--- src/rtl/imm_gen_pipe.sv ---
// Pipelined immediate generator: combinational extension at the input, then a
// two-entry skid buffer (main M drives the outputs, skid K absorbs the word
// accepted in the first stalled cycle) so back-pressure never drops a result.
//
// state | meaning
// EMPTY | M and K invalid, ready for input
// ONE   | M valid and presented, K free
// TWO   | M and K valid, input stalled
module imm_gen_pipe #(
   parameter int XLEN  = 32,
   parameter int TAG_W = 5
) (
   input  logic             clk,
   input  logic             rst,
   input  logic             in_valid,
   output logic             in_ready,
   input  logic [2:0]       immSrc,
   input  logic [31:0]      instr,
   input  logic [TAG_W-1:0] in_tag,
   output logic             out_valid,
   input  logic             out_ready,
   output logic [XLEN-1:0]  immOut,
   output logic [TAG_W-1:0] out_tag,
   output logic             out_err
);

   localparam int EW = XLEN + TAG_W + 1;

   typedef enum logic [1:0] {
      EMPTY = 2'd0,
      ONE   = 2'd1,
      TWO   = 2'd2
   } state_e;

   state_e          state_q, state_d;
   logic [XLEN-1:0] imm_ext;
   logic            err_ext;
   logic [EW-1:0]   in_ent;
   logic [EW-1:0]   m_q, m_d;
   logic [EW-1:0]   k_q, k_d;

   // Opcode bits are never decoded; the name keeps them out of unused-signal lint.
   logic            unused_instr_lo;
   assign unused_instr_lo = ^instr[6:0];

   // Immediate formation: prefill with the sign (or zero), then place the field.
   always_comb begin
      imm_ext = {XLEN{instr[31]}};
      err_ext = 1'b0;
      case (immSrc)
         3'b000: imm_ext[11:0] = instr[31:20];
         3'b001: imm_ext[11:0] = {instr[31:25], instr[11:7]};
         3'b010: imm_ext[20:0] = {instr[31], instr[19:12], instr[20], instr[30:21], 1'b0};
         3'b011: imm_ext[12:0] = {instr[31], instr[7], instr[30:25], instr[11:8], 1'b0};
         3'b100: imm_ext[31:0] = {instr[31:12], 12'b0};
         3'b101: begin
            imm_ext      = '0;
            imm_ext[4:0] = instr[19:15];
         end
         3'b110: begin
            imm_ext = '0;
            if (XLEN == 64) begin
               imm_ext[5:0] = instr[25:20];
            end else begin
               imm_ext[4:0] = instr[24:20];
            end
         end
         default: begin
            imm_ext = '0;
            err_ext = 1'b1;
         end
      endcase
   end

   assign in_ent = {imm_ext, in_tag, err_ext};

   // State register.
   always_ff @(posedge clk or posedge rst) begin
      if (rst) begin
         state_q <= EMPTY;
      end else begin
         state_q <= state_d;
      end
   end

   // Next state; acceptance is implied by state so in_ready never loops back.
   always_comb begin
      state_d = state_q;
      case (state_q)
         EMPTY: if (in_valid) state_d = ONE;
         ONE: begin
            if (in_valid && !out_ready) begin
               state_d = TWO;
            end else if (!in_valid && out_ready) begin
               state_d = EMPTY;
            end
         end
         TWO:     if (out_ready) state_d = ONE;
         default: state_d = EMPTY;
      endcase
   end

   // Handshake outputs and buffer next values.
   always_comb begin
      in_ready  = (state_q != TWO);
      out_valid = (state_q != EMPTY);
      m_d       = m_q;
      k_d       = k_q;
      case (state_q)
         EMPTY: if (in_valid) m_d = in_ent;
         ONE: begin
            if (in_valid && out_ready) begin
               m_d = in_ent;
            end else if (in_valid) begin
               k_d = in_ent;
            end
         end
         TWO:     if (out_ready) m_d = k_q;
         default: ;
      endcase
   end

   // Buffer registers; reset discards everything held.
   always_ff @(posedge clk or posedge rst) begin
      if (rst) begin
         m_q <= '0;
         k_q <= '0;
      end else begin
         m_q <= m_d;
         k_q <= k_d;
      end
   end

   assign {immOut, out_tag, out_err} = m_q;

endmodule

--- config.mk ---
export PLATFORM = sky130hd
export DESIGN_NAME = imm_gen_pipe
export DESIGN_NICKNAME = d
export VERILOG_FILES = /design/src/rtl/imm_gen_pipe.sv
export SDC_FILE = /design/constraint.sdc
export NUM_CORES = 1
export LEC_CHECK = 0
export BUFFER_PORTS_ARGS = -buffer_cell sky130_fd_sc_hd__buf_2
export CORE_ASPECT_RATIO = 1.1
export CORE_MARGIN = 1
export CORE_UTILIZATION = 30
export CTS_BUF_LIST = sky130_fd_sc_hd__clkbuf_4 sky130_fd_sc_hd__clkbuf_8
export DETAILED_ROUTE_END_ITERATION = 10
export PLACE_DENSITY_LB_ADDON = 0.1
export SLEW_MARGIN = 20
export SYNTH_ARGS = -nofsm -noshare
export SYNTH_HDL_FRONTEND = slang
export SYNTH_SLANG_ARGS = --single-unit
--- constraint.sdc ---
create_clock -name clk -period 5.15 [get_ports clk]
set_clock_uncertainty 0.15 [all_clocks]
set_input_delay 0.2575 -clock clk [delete_from_list [all_inputs] [get_ports clk]]
set_output_delay 0.2575 -clock clk [all_outputs]
set_load 0.02 [all_outputs]
# Word-level counts from Yosys, hierarchy flattened
# Cells that the tools add are included.
# word_totals
reg_bits,78
inputBits,44
output_inout_bits,40
word_cells,47
# op_classes
n_eq_ne,13
mux,14
bitwise,1
n_reduce_logical,16
# op_table
operator,count
38-bit two-way mux,3
38-bit case mux with 3 select lines,1
12-bit case mux with 6 select lines,1
8-bit case mux with 3 select lines,1
11-bit case mux with 2 select lines,1
"3-bit equality test, second input constant",3
2-bit two-way mux,4
"2-bit != test, second input constant",4
7-bit OR reduction,1
"3-bit by 2-bit equality test with 1-bit output, second input constant",2
2-bit case mux with 3 select lines,1
3-bit AND reduction,2
4-bit AND reduction,1
4-bit OR reduction,1
"3-bit by 1-bit equality test with 1-bit output, second input constant",1
1-bit logical AND,3
3-bit zero test,1
"3-bit != test, second input constant",1
3-bit nonzero test,1
3-bit OR reduction,1
"2-bit by 1-bit equality test with 1-bit output, second input constant",1
"2-bit equality test, second input constant",1
1-bit zero test,2
2-bit zero test,1
5 further kinds,5

# Logic depth before layout (Yosys ltp)
# logic_depth
depth_word,5
mapped_depth,7
ltp_nobuf,5

# Worst setup path before layout
# No wires, ideal clock.
# synth_timing
path_type,register -> register
startpoint,register state_q[0]
endpoint,register m_q[11]
setup_ps,135
arrival_ps,1247
required_ps,4865
slack_ps,3618
stages_incl_launch_ff,8
period_less_slack_ps,1532
cell_sequence,dfrtp_1 -> buf_2 -> nand3b_1 -> o21a_1 -> buf_4 -> buf_4 -> nand2_1 -> o21ai_0
# synth_via
elab_chain_cells,3
elab_cells_between_ends,9
classes_between,eq/ne (5); mux (1); reduce/logical (3)
# synth_rtl
item,line,text
from (decl),35,"state_e state_q, state_d;"
from (signal assigned),82,state_q <= state_d;
2-bit by 1-bit equality test with 1-bit output (tied with other cells),109,case (state_q)
2-bit != test (no source line) or 3-bit nonzero test (tied branches),-,
4-bit AND reduction (no source line),-,
to (signal assigned),129,m_q <= m_d;
to (decl),39,"logic [EW-1:0] m_q, m_d;"
# Parallel ways exist; a longest one is shown, timed or not.
# A chain may end at the register's enable or synchronous reset.

# Worst setup path after layout
# layout_timing
startpoint,register state_q[1]
endpoint,register m_q[22]
# The elaborated chain is that of the path after synthesis.

==> results.cfg <==
[place]
gp_congestion = 0.806
place_hpwl_um = 6250
dp.cells = 607
portBuffers = 76

[synthesis]
synth_area_per_cell_sq_um = 9.46
async_flop_share_pct = 100
yosysTopAreaCell = dfrtp_1
yosysSeqAreaShare_pct = 51.0
synth-xor-area-share_pct = 0
synthSimpleGateAreaFrac_pct = 14.2
synthCells = 404
synth_top_area_share_pct = 51.0
synth_compound_gate_area_share_pct = 23.1
synth_ff_type = dfrtp_1
yosys_warnings = 0
synth_nets = 451
synth_cell_type_count = 42
synthesis.area_sq_um = 3820
synth_top_family_by_area = compound AO/OA/AOI/OAI gates
synth_enable_flop_cells = 0
muxShareOfSynthArea_pct = 5.63
synth.area.top_cells = dfrtp_1 (51%), nand2_1 (5.9%), o21ai_0 (5.0%)
synth-seq-cells = 78
synth_fa_ha_area_share_pct = 0.982

[drt]
dr.pass1.iters = 5
vias = 3181
avgViaCountPerCell = 5.05
drc = 0
drtIter0Drc = 168
ant_nets = 0
avgRoutedWirePerCell_um = 16.3
wl_um = 10300

[setup_path]
cp.required_ns = 5.28
path_class = flip-flop to flip-flop
rr_worst_depth = 6
startpoint_type = flip-flop
max_stage_delay_ns = 0.67
worstPathArrival_ns = 2.78
end_kind = flip-flop
cpMaxStageDelayCell = inv_2
path_cells = nor2b_2 > buf_4 > inv_2 > nand2_1 > a2bb2oi_1 > a21oi_1
worstPathMaxFanout = 43
r2r_setup_slack_ns = 2.50
reg2reg_to = m_q[22]
path_delay_family = buffers and inverters
worstReg2RegStart = state_q[1]
crit_buf_inv = 2

[sta]
fmax_mhz = 377
min_period_ns = 2.65
max_slew.worst_pin.slew_ns = 0.843
setup_violations = 0
timing.final.crit_share_pct = 51.5
rsz0062_at_grt = no
hold_viol = 0
relSlewSlack_pct = 43.7
drv_slew = 0
finalSetupTns_ns = 0

[job]
drv_cap = 0

[cts]
ctsHoldBuffers = 7
clock_sinks = 78
postCtsSetupRepairBufs = 0
htreeDepth = 3
cts_buffer_depth = 2
worstSkewPairLatency_ns = 0.36
clk_pin_slew_ns = 0.08
cts_tree = yes
cts_made_buffers = 9
post_cts_resized = 0
clockRootBuffer = clkbuf_8

[grt]
grt_use_total_pct = 16.8
grt-ovfl-total = 0
grt_pass1_vias = 3132
grt_max_degree = 72
antenna_found_initial = 0
grt_pass1_wl_um = 16500

[worst_hold_path]
min_from = instr[25]
min_path_cells = 3
hold_path_class = input pin to flip-flop
worstHoldEndpoint = k_q[11]

[die]
core_sq_um = 12200
die_y_um = 120
start_util_pct = 31.2
dieArea_sq_um = 13200
io_pins = 84
num_rows = 42
die_w_um = 110

[final_layout]
area_growth_pct = 18.0
fin_nets = 518
layout.cells.non_filler = 630
seq_area_sq_um = 1950
final_util_pct = 36.8
drive_gt1_share_pct = 23.5
multi_input_area_sq_um = 1680
insertedDiodeCount = 0
nFillCells = 1278

[pwr]
ir_drop_mv = 0.153
power_leakage_uw = 0.00212
power.internal_uw = 1210
p_sw_share_pct = 36.9
clockPowerShare_pct = 21.9
power.density_nw_per_um2 = 426
power_frac_seq_pct = 46.9
combPwrFrac_pct = 31.2
switching_power_uw = 710

[outcome]
status = completed
==> cells in the mapped netlist (2+ instances only) <==
library cell	n
a222oi_1	4
ha_1	3
nand2_1	60
o21ai_0	38
mux2_1	5
nand3b_1	3
o21ai_1	14
buf_4	3
nor2_1	38
buf_2	15
dfrtp_1	78
clkbuf_1	13
nand3_1	2
a211oi_1	4
a21o_1	9
a31oi_1	15
inv_1	3
buf_6	3
nand4b_1	2
a21oi_1	36
mux2i_1	11
nor3_1	2
mux2_2	3
nand2b_1	7
a2bb2oi_1	16
==> through the flow <==
stage	setup slack, ns	area, sq um	hold WS, ns	power [uW]
finish	2.50	4510	0.0562	1920
global route	2.34	4510	0.0598	2060
CTS	2.50	4510	0.0397	1950
detailed placement	2.52	4270	0.154	1520
global placement	2.53	4270	0.141	1510
floorplan	2.75	3820	0.219	1310
==> flip-flops by register name (all words and copies together), names as in the netlist <==
register / flops
k_q: 38
m_q: 38
state_q: 2
==> metal layers <==
layer  GRT usage, %  wire length, um
met1           22.9             4980
met3           4.20              477
met4           6.42              206
met2           25.4             4610
met5              0                0
==> area by class of cell <==
type	instances	area share (%)
Tap cell	154	4.27
Multi-Input combinational cell	288	37.2
Clock buffer	11	3.22
Sequential cell	78	43.3
Inverter	4	0.361
Clock inverter	5	0.555
Timing Repair Buffer	90	11.2
==> kinds of logic (layout without fill, tap and decap cells) <==
logic type | after synthesis | after routing
simple gates | 121 | 121
mux | 20 | 20
flops | 78 | 78
buf+inv | 38 | 110
compound gates | 144 | 144
fa+ha+maj | 3 | 3
==> how the worst max path moves through the flow <==
stage	endpoint	depth (start not counted)	start	slack, ns
after floorplan	k_q[0]	1	rst	2.75
after CTS	in_ready	4	state_q[1]	2.50
after global placement	m_q[23]	6	state_q[1]	2.53
after global routing	m_q[23]	6	state_q[1]	2.34
after detailed placement	m_q[22]	6	state_q[1]	2.52
final	m_q[22]	6	state_q[1]	2.50
==> worst reg2reg max path, stage by stage (launching register included) <==
cell,delay [ns]
dfrtp_1,0.45
nor2b_2,0.18
buf_4,0.26
inv_2,0.67
nand2_1,0.47
a2bb2oi_1,0.24
a21oi_1,0.15
==> layout by cell type, fill, tap and decap left out, types with 2 or more instances in the layout <==
cell type	synthesis	final
a211oi_1	4	4
a21o_1	9	9
a21oi_1	36	36
a222oi_1	4	4
a2bb2oi_1	16	16
a31oi_1	15	15
buf_2	15	76
buf_4	3	7
clkbuf_8	0	10
clkinv_2	0	6
dfrtp_1	78	78
dlygate4sd3_1	0	7
ha_1	3	3
inv_1	3	2
mux2_1	5	5
mux2_2	3	3
mux2i_1	11	11
nand2_1	60	60
nand2b_1	7	7
nand3_1	2	2
nand3b_1	3	3
nand4b_1	2	2
nor2_1	38	38
nor3_1	2	2
o21ai_0	38	38
o21ai_1	14	14
==> power groups by stage <==
stage          combinational, uW  clock (uW)  sequential, uW
2_1_floorplan                294           0            1020
3_3_place_gp                 599           0             913
3_5_place_dp                 606           0             918
4_1_cts                      612         434             905
5_1_grt                      673         458             932
6_report                     600         420             903
Power figures use the tool's default switching activity.
